File: src/rtl/spi_flash_pkg.sv
// Shared definitions for the SPI configuration-flash master: FSM states,
// status register bit positions and the default IO address map.
//
// IO address map (one-hot io_addr):
//   bit DEF_DATA_BIT (7)  : data register   -> write starts a byte transfer,
//                                              read returns {8'd0, rx_byte}
//   bit DEF_CTRL_BIT (11) : control/status  -> write bit0 sets chip select,
//                                              read returns {13'd0, ovr, cs, busy}
package spi_flash_pkg;

    // LO/HI are the two SCK half-periods of one bit.
    typedef enum logic [1:0] {
        IDLE = 2'b00,
        LO   = 2'b01,
        HI   = 2'b10
    } state_t;

    localparam int STAT_BUSY = 0;
    localparam int STAT_CS   = 1;
    localparam int STAT_OVR  = 2;

    localparam int DEF_DATA_BIT = 7;
    localparam int DEF_CTRL_BIT = 11;

    // Status word as seen on io_din when the control register is selected.
    function automatic logic [15:0] status_word(input logic ovr, input logic cs, input logic busy);
        logic [15:0] w;
        w            = '0;
        w[STAT_BUSY] = busy;
        w[STAT_CS]   = cs;
        w[STAT_OVR]  = ovr;
        return w;
    endfunction

endpackage

File: src/rtl/spi_flash_master_timer.sv
// SCK half-period timer. Counts clk cycles inside one SCK phase and pulses
// tick on the last cycle of the phase; the counter reloads to zero on every
// tick so each phase is exactly DIV cycles long.
module spi_phase_timer #(
    parameter int DIV = 2
) (
    input  logic clk,
    input  logic resetq,
    input  logic restart,
    output logic tick
);

    localparam int CW = $clog2(DIV) + 1;

    logic [CW-1:0] cnt;

    // restart holds the counter at zero so the first phase after it is full length.
    assign tick = !restart && (cnt == CW'(DIV - 1));

    // Phase counter: reload on restart or phase end, otherwise count up.
    always_ff @(posedge clk or negedge resetq) begin
        if (!resetq) begin
            cnt <= '0;
        end else if (restart || tick) begin
            cnt <= '0;
        end else begin
            cnt <= cnt + 1'b1;
        end
    end

endmodule

File: src/rtl/spi_flash_master.sv
// J1 IO-bus SPI master for the configuration flash (SPI mode 0, MSB first).
// A data write shifts one byte out on MOSI while capturing one byte from MISO;
// chip select is a plain firmware-controlled bit so multi-byte commands can
// be framed across several data writes.
module spi_flash_master
    import spi_flash_pkg::*;
#(
    parameter int DIV      = 2,
    parameter int DATA_BIT = DEF_DATA_BIT,
    parameter int CTRL_BIT = DEF_CTRL_BIT
) (
    input  logic        clk,
    input  logic        resetq,
    input  logic        io_wr,
    input  logic        io_rd,
    input  logic [15:0] io_addr,
    input  logic [15:0] io_dout,
    output logic [15:0] io_din,
    output logic        flash_sck,
    output logic        flash_mosi,
    input  logic        flash_miso,
    output logic        flash_cs_n
);

    state_t      state, state_nxt;
    logic        tick;
    logic        busy;
    logic        idle;
    logic        wr_data, wr_ctrl;
    logic        cs;
    logic        overrun;
    logic [7:0]  tx_shift;
    logic [7:0]  rx_shift;
    logic [7:0]  rx_byte;
    logic [2:0]  bit_cnt;
    logic        sck_q;
    logic        mosi_q;

    // Reads carry no side effects; only the two select bits and the low data
    // byte are decoded, the rest of the bus is intentionally ignored.
    logic unused_ok;
    assign unused_ok = ^{io_rd, io_addr, io_dout};

    assign wr_data = io_wr & io_addr[DATA_BIT];
    assign wr_ctrl = io_wr & io_addr[CTRL_BIT];
    assign idle    = (state == IDLE);

    spi_phase_timer #(.DIV(DIV)) u_timer (
        .clk     (clk),
        .resetq  (resetq),
        .restart (idle),
        .tick    (tick)
    );

    // FSM state register.
    always_ff @(posedge clk or negedge resetq) begin
        if (!resetq) state <= IDLE;
        else         state <= state_nxt;
    end

    // FSM next state: a data write while idle starts a byte, each tick ends a phase.
    always_comb begin
        state_nxt = state;
        case (state)
            IDLE:    if (wr_data) state_nxt = LO;
            LO:      if (tick)    state_nxt = HI;
            HI:      if (tick)    state_nxt = (bit_cnt == 3'd7) ? IDLE : LO;
            default: state_nxt = IDLE;
        endcase
    end

    // FSM outputs: busy for the whole byte; CS is purely firmware driven.
    always_comb begin
        busy       = (state != IDLE);
        flash_cs_n = ~cs;
        flash_sck  = sck_q;
        flash_mosi = mosi_q;
    end

    // Register-file writes, shift registers and the registered SCK/MOSI pins.
    // SCK is registered from the next state so the pin never glitches on
    // state decode; MOSI is only updated at transfer start and on SCK falls.
    always_ff @(posedge clk or negedge resetq) begin
        if (!resetq) begin
            cs       <= 1'b0;
            overrun  <= 1'b0;
            tx_shift <= '0;
            rx_shift <= '0;
            rx_byte  <= '0;
            bit_cnt  <= '0;
            sck_q    <= 1'b0;
            mosi_q   <= 1'b0;
        end else begin
            sck_q <= (state_nxt == HI);

            if (wr_ctrl) begin
                if (idle) begin
                    cs      <= io_dout[0];
                    overrun <= 1'b0;
                end else begin
                    overrun <= 1'b1;
                end
            end

            if (wr_data) begin
                if (idle) begin
                    tx_shift <= io_dout[7:0];
                    bit_cnt  <= '0;
                    mosi_q   <= io_dout[7];
                end else begin
                    overrun  <= 1'b1;
                end
            end

            // MISO is captured on the same clk edge that raises SCK.
            if (state == LO && tick) begin
                rx_shift <= {rx_shift[6:0], flash_miso};
            end

            if (state == HI && tick) begin
                if (bit_cnt == 3'd7) begin
                    rx_byte <= rx_shift;
                end else begin
                    tx_shift <= {tx_shift[6:0], 1'b0};
                    bit_cnt  <= bit_cnt + 3'd1;
                    mosi_q   <= tx_shift[6];
                end
            end
        end
    end

    // Read mux; zero when not selected so it can be ORed into the IO bus.
    always_comb begin
        io_din = '0;
        if (io_addr[DATA_BIT]) io_din = io_din | {8'd0, rx_byte};
        if (io_addr[CTRL_BIT]) io_din = io_din | status_word(overrun, cs, busy);
    end

endmodule

File: config.mk
export PLATFORM = sky130hd
export DESIGN_NAME = spi_flash_master
export DESIGN_NICKNAME = d
export VERILOG_FILES = /design/src/rtl/spi_flash_pkg.sv /design/src/rtl/spi_flash_master_timer.sv /design/src/rtl/spi_flash_master.sv
export SDC_FILE = /design/constraint.sdc
export NUM_CORES = 1
export LEC_CHECK = 0
export BUFFER_PORTS_ARGS = -buffer_cell sky130_fd_sc_hd__buf_4
export CORE_MARGIN = 2
export CORE_UTILIZATION = 40
export DETAILED_ROUTE_END_ITERATION = 16
export PLACE_DENSITY = 0.67
export REMOVE_ABC_BUFFERS = 1
export SYNTH_ARGS = -nofsm -noshare
export SYNTH_HDL_FRONTEND = slang
export SYNTH_SLANG_ARGS = --single-unit
File: constraint.sdc
create_clock -name clk -period 1.4 [get_ports clk]
set_input_delay 0.28 -clock clk [delete_from_list [all_inputs] [get_ports clk]]
set_output_delay 0.28 -clock clk [all_outputs]
set_load 0.005 [all_outputs]
==> Word-level counts from Yosys, hierarchy flattened <==
Index checks and enable logic that the tools add are counted.
{ "classes": {"add_sub_neg": 2, "n_mul": 0, "n_div": 0, "n_lt_le_gt_ge": 0, "eq_ne": 5, "shifts": 0, "muxes": 24, "bitwise": 4, "reduce_logical": 9} }
{ "ops": {"columns": ["operator", "n"], "rows": [
  ["two-way mux 8 bit", 5],
  ["two-way mux 16 bit", 1],
  ["bitwise OR 16 x 3 -> 16 bit", 1],
  ["two-way mux 3 bit", 4],
  ["two-way mux 1 bit", 9],
  ["two-way mux 2 bit", 4],
  ["case mux 2 bit (3 select lines)", 1],
  ["== test 2 x 1 -> 1 bit (second input constant)", 2],
  ["== test 2 bit (second input constant)", 2],
  ["AND reduction 2 bit", 2],
  ["adder 3 x 1 -> 3 bit (second input constant)", 1],
  ["== test 3 bit (second input constant)", 1],
  ["logical AND 1 bit", 3],
  ["adder 2 x 1 -> 2 bit (second input constant)", 1],
  ["AND 1 bit", 2],
  ["logical NOT 2 bit", 1],
  ["nonzero test 2 bit", 1],
  ["logical NOT 1 bit", 1],
  ["logical OR 1 bit", 1],
  ["inverter 1 bit", 1]
]} }
{ "totals": {"regBits": 35, "latchBits": 0, "ram_bits": 0, "mem_bits_ro": 0, "input_bits": 37, "out_inout_bits": 19, "elab_cells": 54, "mem_count": 0} }

==> Logic depth before layout (Yosys ltp) <==
Gate-level depths: netlist of run 1.
{ "logic_depth": {"depth_word": 6, "depth_mapped": 7, "mapped_depth_nobuf": 5} }

==> Modules after synthesis <==
From an unflattened synthesis of run 1, not the netlist that was laid out.
{ "unflattened": {"cells_unflattened": 130, "hier_area_um2": 1561.5} }
{ "modules_own_cells": {"columns": ["module", "instances", "cells_per_inst", "area_each_um2"], "rows": [
  ["spi_flash_master", 1, 123, 1473.9],
  ["spi_phase_timer", 1, 7, 87.6]
]} }

==> Worst setup path before layout of run 1 <==
Ideal clock, no wire load.
{ "synth_timing": {"kind": "reg2reg", "startpoint": "register bit_cnt[0]", "endpoint": "register bit_cnt[0]", "setup_ns": 0.125, "arrival_ns": 1.373, "required_time_ns": 1.275, "slack_ns": -0.097, "path_stages_with_launch": 6, "n_path_buf": 0, "period_less_slack_ns": 1.497, "cell_sequence": "dfrtp_1 > ha_1 > ha_1 > and4bb_2 > nor2_2 > mux2_2"} }
{ "synth_via": {"elab_chain_len": 4, "elab_cells_between_ends": 6, "classes_between": "add/sub: 1; eq/ne: 1; mux: 4"} }
{ "synth_lines": {"columns": ["element", "line_no", "rtl"], "rows": [
  ["start, declared", "spi_flash_master.sv:35", "logic [2:0] bit_cnt;"],
  ["start signal, assigned", "spi_flash_master.sv:125", "bit_cnt <= bit_cnt + 3'd1;"],
  ["parallel branches: the longest is 3 deep, another holds adder 3 x 1 -> 3 bit", null, null],
  ["two-way mux 3 bit *", "spi_flash_master.sv:120", "if (state == HI && tick) begin"]
]} }
Mark *: on every way between the ends.
A chain may end at the register's enable or synchronous reset.

==> Final worst setup path of run 1 <==
{ "layout_timing": {"startpoint": "register bit_cnt[1]", "endpoint": "register bit_cnt[0]"} }
{ "layout_via": {"elab_chain_len": 3} }
{ "layout_lines": {"columns": ["element", "line_no", "rtl"], "rows": [
  ["== test 3 bit", "spi_flash_master.sv:121", "if (bit_cnt == 3'd7) begin"],
  ["two-way mux 3 bit", "spi_flash_master.sv:121", null],
  ["two-way mux 3 bit", "spi_flash_master.sv:120", null]
]} }
No other way between the ends.

==> results.json, run 1 <==
{
  "status": "finished with violations",
  "violations": "setup timing",
  "wl_met2_mm": 1.43,
  "wl_per_cell_um": 13.0,
  "route.detailed.drc": 0,
  "path_clk_slew_ns": 0.06,
  "power.internal_mw": 2.46,
  "r2r-start": "bit_cnt[1]",
  "top_layer_used": "met4",
  "dieArea_um2": 4470,
  "whs_path_depth": 2,
  "clock_path_buffers": 2,
  "r2r-end": "bit_cnt[0]",
  "synthCells": 130,
  "antenna_found_initial": 0,
  "critical_path_required_ns": 1.57,
  "fmax_mhz": 661,
  "synth_edf_count": 0,
  "nFillCells": 326,
  "layout_setup_ws_ns": -0.113,
  "nets": 211,
  "synthMuxAreaShare_pct": 17.9,
  "cp_max_fo": 3,
  "synthSimpleGateAreaFrac_pct": 12.8,
  "wl_met3_um": 136,
  "end_kind": "register",
  "r2r_slack_ns": -0.11,
  "synth_xor_area_share_pct": 0,
  "synth_top_area_cell": "dfrtp_1",
  "ys_types": 23,
  "avgSynthCellArea_um2": 12.2,
  "cap_viol_max_count": 0,
  "p_comb_share_pct": 31.9,
  "drt-pass1-iter-count": 4,
  "ys_seq_area_share_pct": 53.8,
  "rsz0062_at_grt": "yes",
  "core-area_um2": 3740,
  "p_per_area_nw_per_um2": 1630,
  "worst_ir_drop_vdd_mv": 0.931,
  "p_clk_share_pct": 24.1,
  "finalSetupViolCount": 20,
  "p_leak_nw": 1.08,
  "htreeDepth": 2,
  "place_ws_ns": -0.171,
  "num_vias": 1041,
  "root_buffer": "clkbuf_8",
  "seq_power_share_pct": 43.9,
  "hold_viol_final": 0,
  "initial_utilization_pct": 42.2,
  "final_cell_area_um2": 2110,
  "critPathLaunchType": "register",
  "portBuffers": 24,
  "layout-drive-gt1-share_pct": 41.9,
  "grt_overflow": 0,
  "synthAdderAreaFrac_pct": 2.37,
  "skew_ns": 0.00140,
  "synthFlopType": "dfrtp_1",
  "io_pins": 56,
  "met1Wirelength_mm": 1.25,
  "period_share_pct": 108,
  "cts_tree": "yes",
  "ys_ff_latch": 34,
  "grt_max_degree": 35,
  "worstSetupPathType": "reg -> reg",
  "place_area_um2": 1850,
  "synthArstFlopShare_pct": 100,
  "diodes": 0,
  "synth_area_um2": 1580,
  "synth_compound_area_share_pct": 5.85,
  "worstPathArrival_ns": 1.68,
  "hold_class": "in -> reg",
  "worstPathCellList": "ha_2 -> ha_4 -> and4bb_2 -> nor2_2 -> mux2_4",
  "first_global_vias": 1052,
  "dp.final_hpwl_mm": 1.96,
  "whs_ns": 0.205,
  "dieHeight_um": 66.9,
  "numCtsBuffers": 5,
  "hold-path-endpoint": "rx_shift[0]",
  "cpPeakStageDelay_ns": 0.39,
  "ant_nets": 0,
  "viasPerCell": 4.73,
  "yosysTopAreaCellShare_pct": 53.8,
  "utilization_pct": 56.5,
  "maxSlewViolCount": 0,
  "die_x_um": 66.9,
  "synth_area_leaders": "dfrtp_1, mux2_1, mux2i_1",
  "place.gp.congestion": 0.733,
  "drt-initial-drc-count": 21,
  "hp-start": "flash_miso",
  "switching_share_pct": 28.9,
  "setup_tns_ns": -1.22,
  "clkLatencyLatePin_ns": 0.28,
  "p_sw_mw": 0.998,
  "ff2ff_path_depth": 5,
  "clock-sinks": 34,
  "grt_pass1_wl_mm": 4.90,
  "rows": 22,
  "wl_mm": 2.87,
  "areaGrowthSynthToFinish_pct": 33.7,
  "grt_use_total_pct": 15.1,
  "synth_top_family_by_area": "multiplexers",
  "slowest_stage": "dfrtp_1",
  "finalCriticalPeriod_ns": 1.51,
  "yosysWarnings": 0
}
-- synthesized netlist by cell type, types with 2 or more instances --
master,number
o21ai_1,10
dfrtp_1,34
nand2_1,13
mux2_2,2
nand2b_1,4
buf_4,9
buf_2,5
nor3_1,3
mux2i_1,8
a22o_1,2
mux2_1,16
nor2_1,2
o21ai_0,5
inv_1,2
and2_1,5
ha_1,3
-- cells by family after synthesis --
family,Yosys count
simple gates,32
flops,34
mux,26
buf+inv,17
other cells,1
compound gates,17
fa+ha+maj,3
-- how the worst max path moves through the flow --
stage	endpoint	startpoint	slack, ns	depth (start not counted)
floorplan	bit_cnt[0]	bit_cnt[0]	-0.33	5
global route	rx_byte[0]	bit_cnt[0]	-0.17	5
CTS	rx_byte[0]	bit_cnt[0]	-0.11	5
global placement	rx_byte[1]	bit_cnt[0]	-0.12	5
detailed placement	rx_byte[0]	bit_cnt[0]	-0.17	5
finish	bit_cnt[0]	bit_cnt[1]	-0.11	5
-- routing by layer --
metal | global-route usage, % | vias up
met1 | 19.0 | 501
met5 | 0 | -
met4 | 6.89 | 0
li1 | - | 511
met2 | 23.8 | 23
met3 | 4.90 | 6
-- what timing repair did --
action / in CTS / in global routing
setup buffers: 4 / 1
endpoints found under the setup margin: 29 / 24
hold buffers: 1 / 0
resized for setup: 20 / 8
endpoints found under the hold margin: 34 / 0
pin swaps: 5 / 4
-- layout by cell type (no fill, tap or decap), drive strengths merged, types with 3 or more instances in the layout --
master | netlist | routed
and2 | 5 | 5
buf | 15 | 41
clkbuf | 0 | 8
conb | 1 | 8
dfrtp | 34 | 34
ha | 3 | 3
mux2 | 18 | 18
mux2i | 8 | 8
nand2 | 13 | 13
nand2b | 4 | 4
nor2 | 3 | 3
nor3 | 3 | 3
o21ai | 15 | 15
-- metrics by stage --
stage,instances,power (mW)
global placement,206,2.39
finish,220,3.46
global route,220,3.68
floorplan,122,2.01
CTS,219,3.42
detailed placement,206,2.46
-- sequential cells by signal, indices dropped and copies added, names as in the netlist --
register and count:
rx_shift 8, rx_byte 8, flash_sck 1, flash_mosi 1, state 2, cs 1, overrun 1, bit_cnt 3
tx_shift 7, u_timer.cnt 2
-- critical path, delay by kind of cell, from the launching register on --
kind,cells,cell delay (ns)
multiplexers,1,0.25
AND/OR/NAND/NOR,2,0.40
flip-flops,1,0.39
adder cells (fa/ha/maj),2,0.36
-- power by group through the flow --
| stage | sequential [mW] | clock (mW) | combinational [mW] |
|---|---|---|---|
| finish | 1.52 | 0.834 | 1.10 |
| global route | 1.56 | 0.895 | 1.23 |
| CTS | 1.52 | 0.858 | 1.05 |
| detailed placement | 1.53 | 0 | 0.937 |
| global placement | 1.50 | 0 | 0.891 |
| floorplan | 1.49 | 0 | 0.520 |
-- final cells by class --
| type | count | area, µm² | share of cell area, % |
|---|---|---|---|
| flip-flops and latches | 34 | 851 | 40.2 |
| multi-input cells | 86 | 733 | 34.7 |
| clock buffers | 8 | 110 | 5.21 |
| repair buffers | 42 | 353 | 16.7 |
| well taps | 48 | 60.1 | 2.84 |
| inverters | 2 | 7.51 | 0.355 |
Note: power is estimated with default switching activity, not from simulation.
==> inputs of run 2 (changes only) <==
--- a/config.mk
+++ b/config.mk
@@ -13,4 +13,6 @@
 export REMOVE_ABC_BUFFERS = 1
 export SYNTH_ARGS = -nofsm -noshare
 export SYNTH_HDL_FRONTEND = slang
+export SYNTH_HIERARCHICAL = 1
 export SYNTH_SLANG_ARGS = --single-unit
+export TNS_END_PERCENT = 5
==> results.json, run 2 <==
{
  "io_pins": 56,
  "diodes": 0,
  "die_x_um": 66.5,
  "crit_top_cell": "buf_6",
  "layout_setup_ws_ns": -0.179,
  "layout_common_cells": "buf_4, dfrtp_1, mux2_2, nand2_1",
  "worstPathArrival_ns": 1.74,
  "largest_registers": "rx_byte (8), rx_shift (8), tx_shift (7)",
  "cp_top_family": "flip-flops",
  "synthArstFlopShare_pct": 100,
  "rows": 22,
  "grt_use_total_pct": 15.1,
  "clock_path_buffers": 2,
  "route.detailed.drc": 0,
  "critPathLaunchType": "register",
  "status": "finished with violations",
  "worstSetupPathType": "reg -> reg",
  "place_area_um2": 1830,
  "violations": "setup timing",
  "place.gp.congestion": 0.785,
  "p_per_area_nw_per_um2": 1590,
  "synthFlopType": "dfrtp_1",
  "yosysTopAreaCellShare_pct": 54.5,
  "critical_path_required_ns": 1.56,
  "core-area_um2": 3720,
  "synth_area_leaders": "dfrtp_1, mux2_2, mux2i_1",
  "first_global_vias": 1083,
  "finalCriticalPeriod_ns": 1.58,
  "wl_mm": 2.91,
  "cap_viol_max_count": 0,
  "slowest_stage": "dfrtp_1",
  "skew_ns": 0.00248,
  "portBuffers": 24,
  "p_leak_nw": 0.986,
  "cp_max_fo": 5,
  "worstPathCellList": "inv_1 -> ha_2 -> nor2b_4 -> buf_6 -> nand3b_1 -> buf_6 -> mux2_4",
  "hold_class": "in -> reg",
  "drt-pass1-iter-count": 4,
  "grt_pass1_wl_mm": 4.89,
  "end_kind": "register",
  "num_vias": 1059,
  "finalSetupViolCount": 29,
  "final_cells": 222,
  "synth_top_area_cell": "dfrtp_1",
  "ant_nets": 0,
  "rsz0062_at_grt": "yes",
  "seq_area_um2": 851,
  "areaGrowthSynthToFinish_pct": 30.0,
  "ys_ff_latch": 34,
  "critPathLaunch": "u_timer/cnt[1]",
  "cp_num_buf_inv": 3,
  "hp-start": "flash_miso",
  "dieHeight_um": 66.5,
  "final_cell_area_um2": 2030,
  "numCtsBuffers": 5,
  "clock-sinks": 34,
  "clkLatencyLatePin_ns": 0.28,
  "viasPerCell": 4.77,
  "worst_ir_drop_vdd_mv": 0.578,
  "dieArea_um2": 4420,
  "htreeDepth": 2,
  "cts_tree": "yes",
  "root_buffer": "clkbuf_8",
  "grt_overflow": 0,
  "wl_per_cell_um": 13.1,
  "initial_utilization_pct": 42.0,
  "r2r-start": "u_timer/cnt[1]",
  "final_common_cell": "buf_4",
  "synth_commonest_cells": "dfrtp_1, mux2_2, nand2_1",
  "path_clk_slew_ns": 0.07,
  "synthCells": 130,
  "dp.final_hpwl_mm": 1.94,
  "utilization_pct": 54.6,
  "yosysWarnings": 6,
  "maxSlewViolCount": 0,
  "placed_cells": 208,
  "cpPeakStageDelay_ns": 0.36,
  "avgSynthCellArea_um2": 12.0,
  "ys_seq_area_share_pct": 54.5,
  "synth_edf_count": 0,
  "drt-initial-drc-count": 64,
  "layout-drive-gt1-share_pct": 44.8,
  "multi_input_area_um2": 672,
  "nets": 213,
  "fmax_mhz": 633,
  "yosysMostFrequentCell": "dfrtp_1",
  "p_total_mw": 3.23,
  "whs_ns": 0.230,
  "hold_viol_final": 0,
  "antenna_found_initial": 0,
  "synth_area_um2": 1560,
  "ys_types": 24,
  "grt_max_degree": 35,
  "period_share_pct": 113,
  "nFillCells": 338
}
run 2: changes by cell type after synthesis, sizes merged:
cell and delta:
buf -2, clkbuf +1, nor2b +1
run 2: area by class of cell:
class                   count  area share (%)
multi-input cells          87            33.1
inverters                   2           0.370
flip-flops and latches     34            41.9
clock inverters             1           0.247
well taps                  48            2.96
clock buffers               7            4.25
repair buffers             43            17.1
run 2: cells by family (layout without fill, tap and decap cells):
| family | after synthesis | after routing | share of synthesized area [%] |
|---|---|---|---|
| AND/OR/NAND/NOR | 33 | 33 | 12.2 |
| AO/OA/AOI/OAI | 17 | 17 | 5.93 |
| flip-flops | 34 | 34 | 54.5 |
| adder cells (fa/ha/maj) | 3 | 3 | 2.40 |
| buffers and inverters | 16 | 53 | 6.65 |
| multiplexers | 26 | 26 | 18.1 |
| other | 1 | 8 | 0.240 |
run 2: per-layer routing:
metal | global-route usage, % | part of all wire, % | up-vias
li1 | - | - | 514
met1 | 18.1 | 45 | 522
met2 | 24.9 | 51 | 21
met3 | 4.56 | 3.0 | 2
met4 | 6.63 | 0.93 | 0
met5 | 0 | 0 | -
run 2: path summary, 6_finish.rpt:
| kind | endpoint | slack (ns) | cells past startpoint |
|---|---|---|---|
| worst max-delay path | rx_shift[2] | -0.18 | 7 |
| max in group asynchronous | state[1] | 0.60 | 2 |
| worst min register to register | u_timer/cnt[0] | 0.45 | 1 |
| worst max register to register | rx_shift[2] | -0.18 | 7 |
| min in group asynchronous | tx_shift[5] | 0.48 | 2 |
| worst min-delay path | rx_shift[0] | 0.23 | 2 |
run 2: metrics by stage:
stage	setup TNS, ns	setup WS [ns]
6_report	-2.66	-0.179
5_1_grt	-4.65	-0.249
4_1_cts	-1.95	-0.183
3_5_place_dp	-3.55	-0.219
3_3_place_gp	-2.74	-0.184
2_1_floorplan	-4.66	-0.377
run 2: report_power, final:
group          switching, mW  total [mW]  internal (mW)
Sequential             0.179        1.47           1.29
Combinational          0.418        1.04          0.617
Clock                  0.332       0.728          0.396
Total                  0.929        3.23           2.31
run 2: timing repair:
action | CTS | global route
hold buffers | 1 | 0
setup buffers | 2 | 2
endpoints found under the setup margin | 30 | 31
hold endpoints to repair | 34 | 0
gates cloned | 1 | 0
resized for setup | 18 | 3
pin swaps | 2 | 0
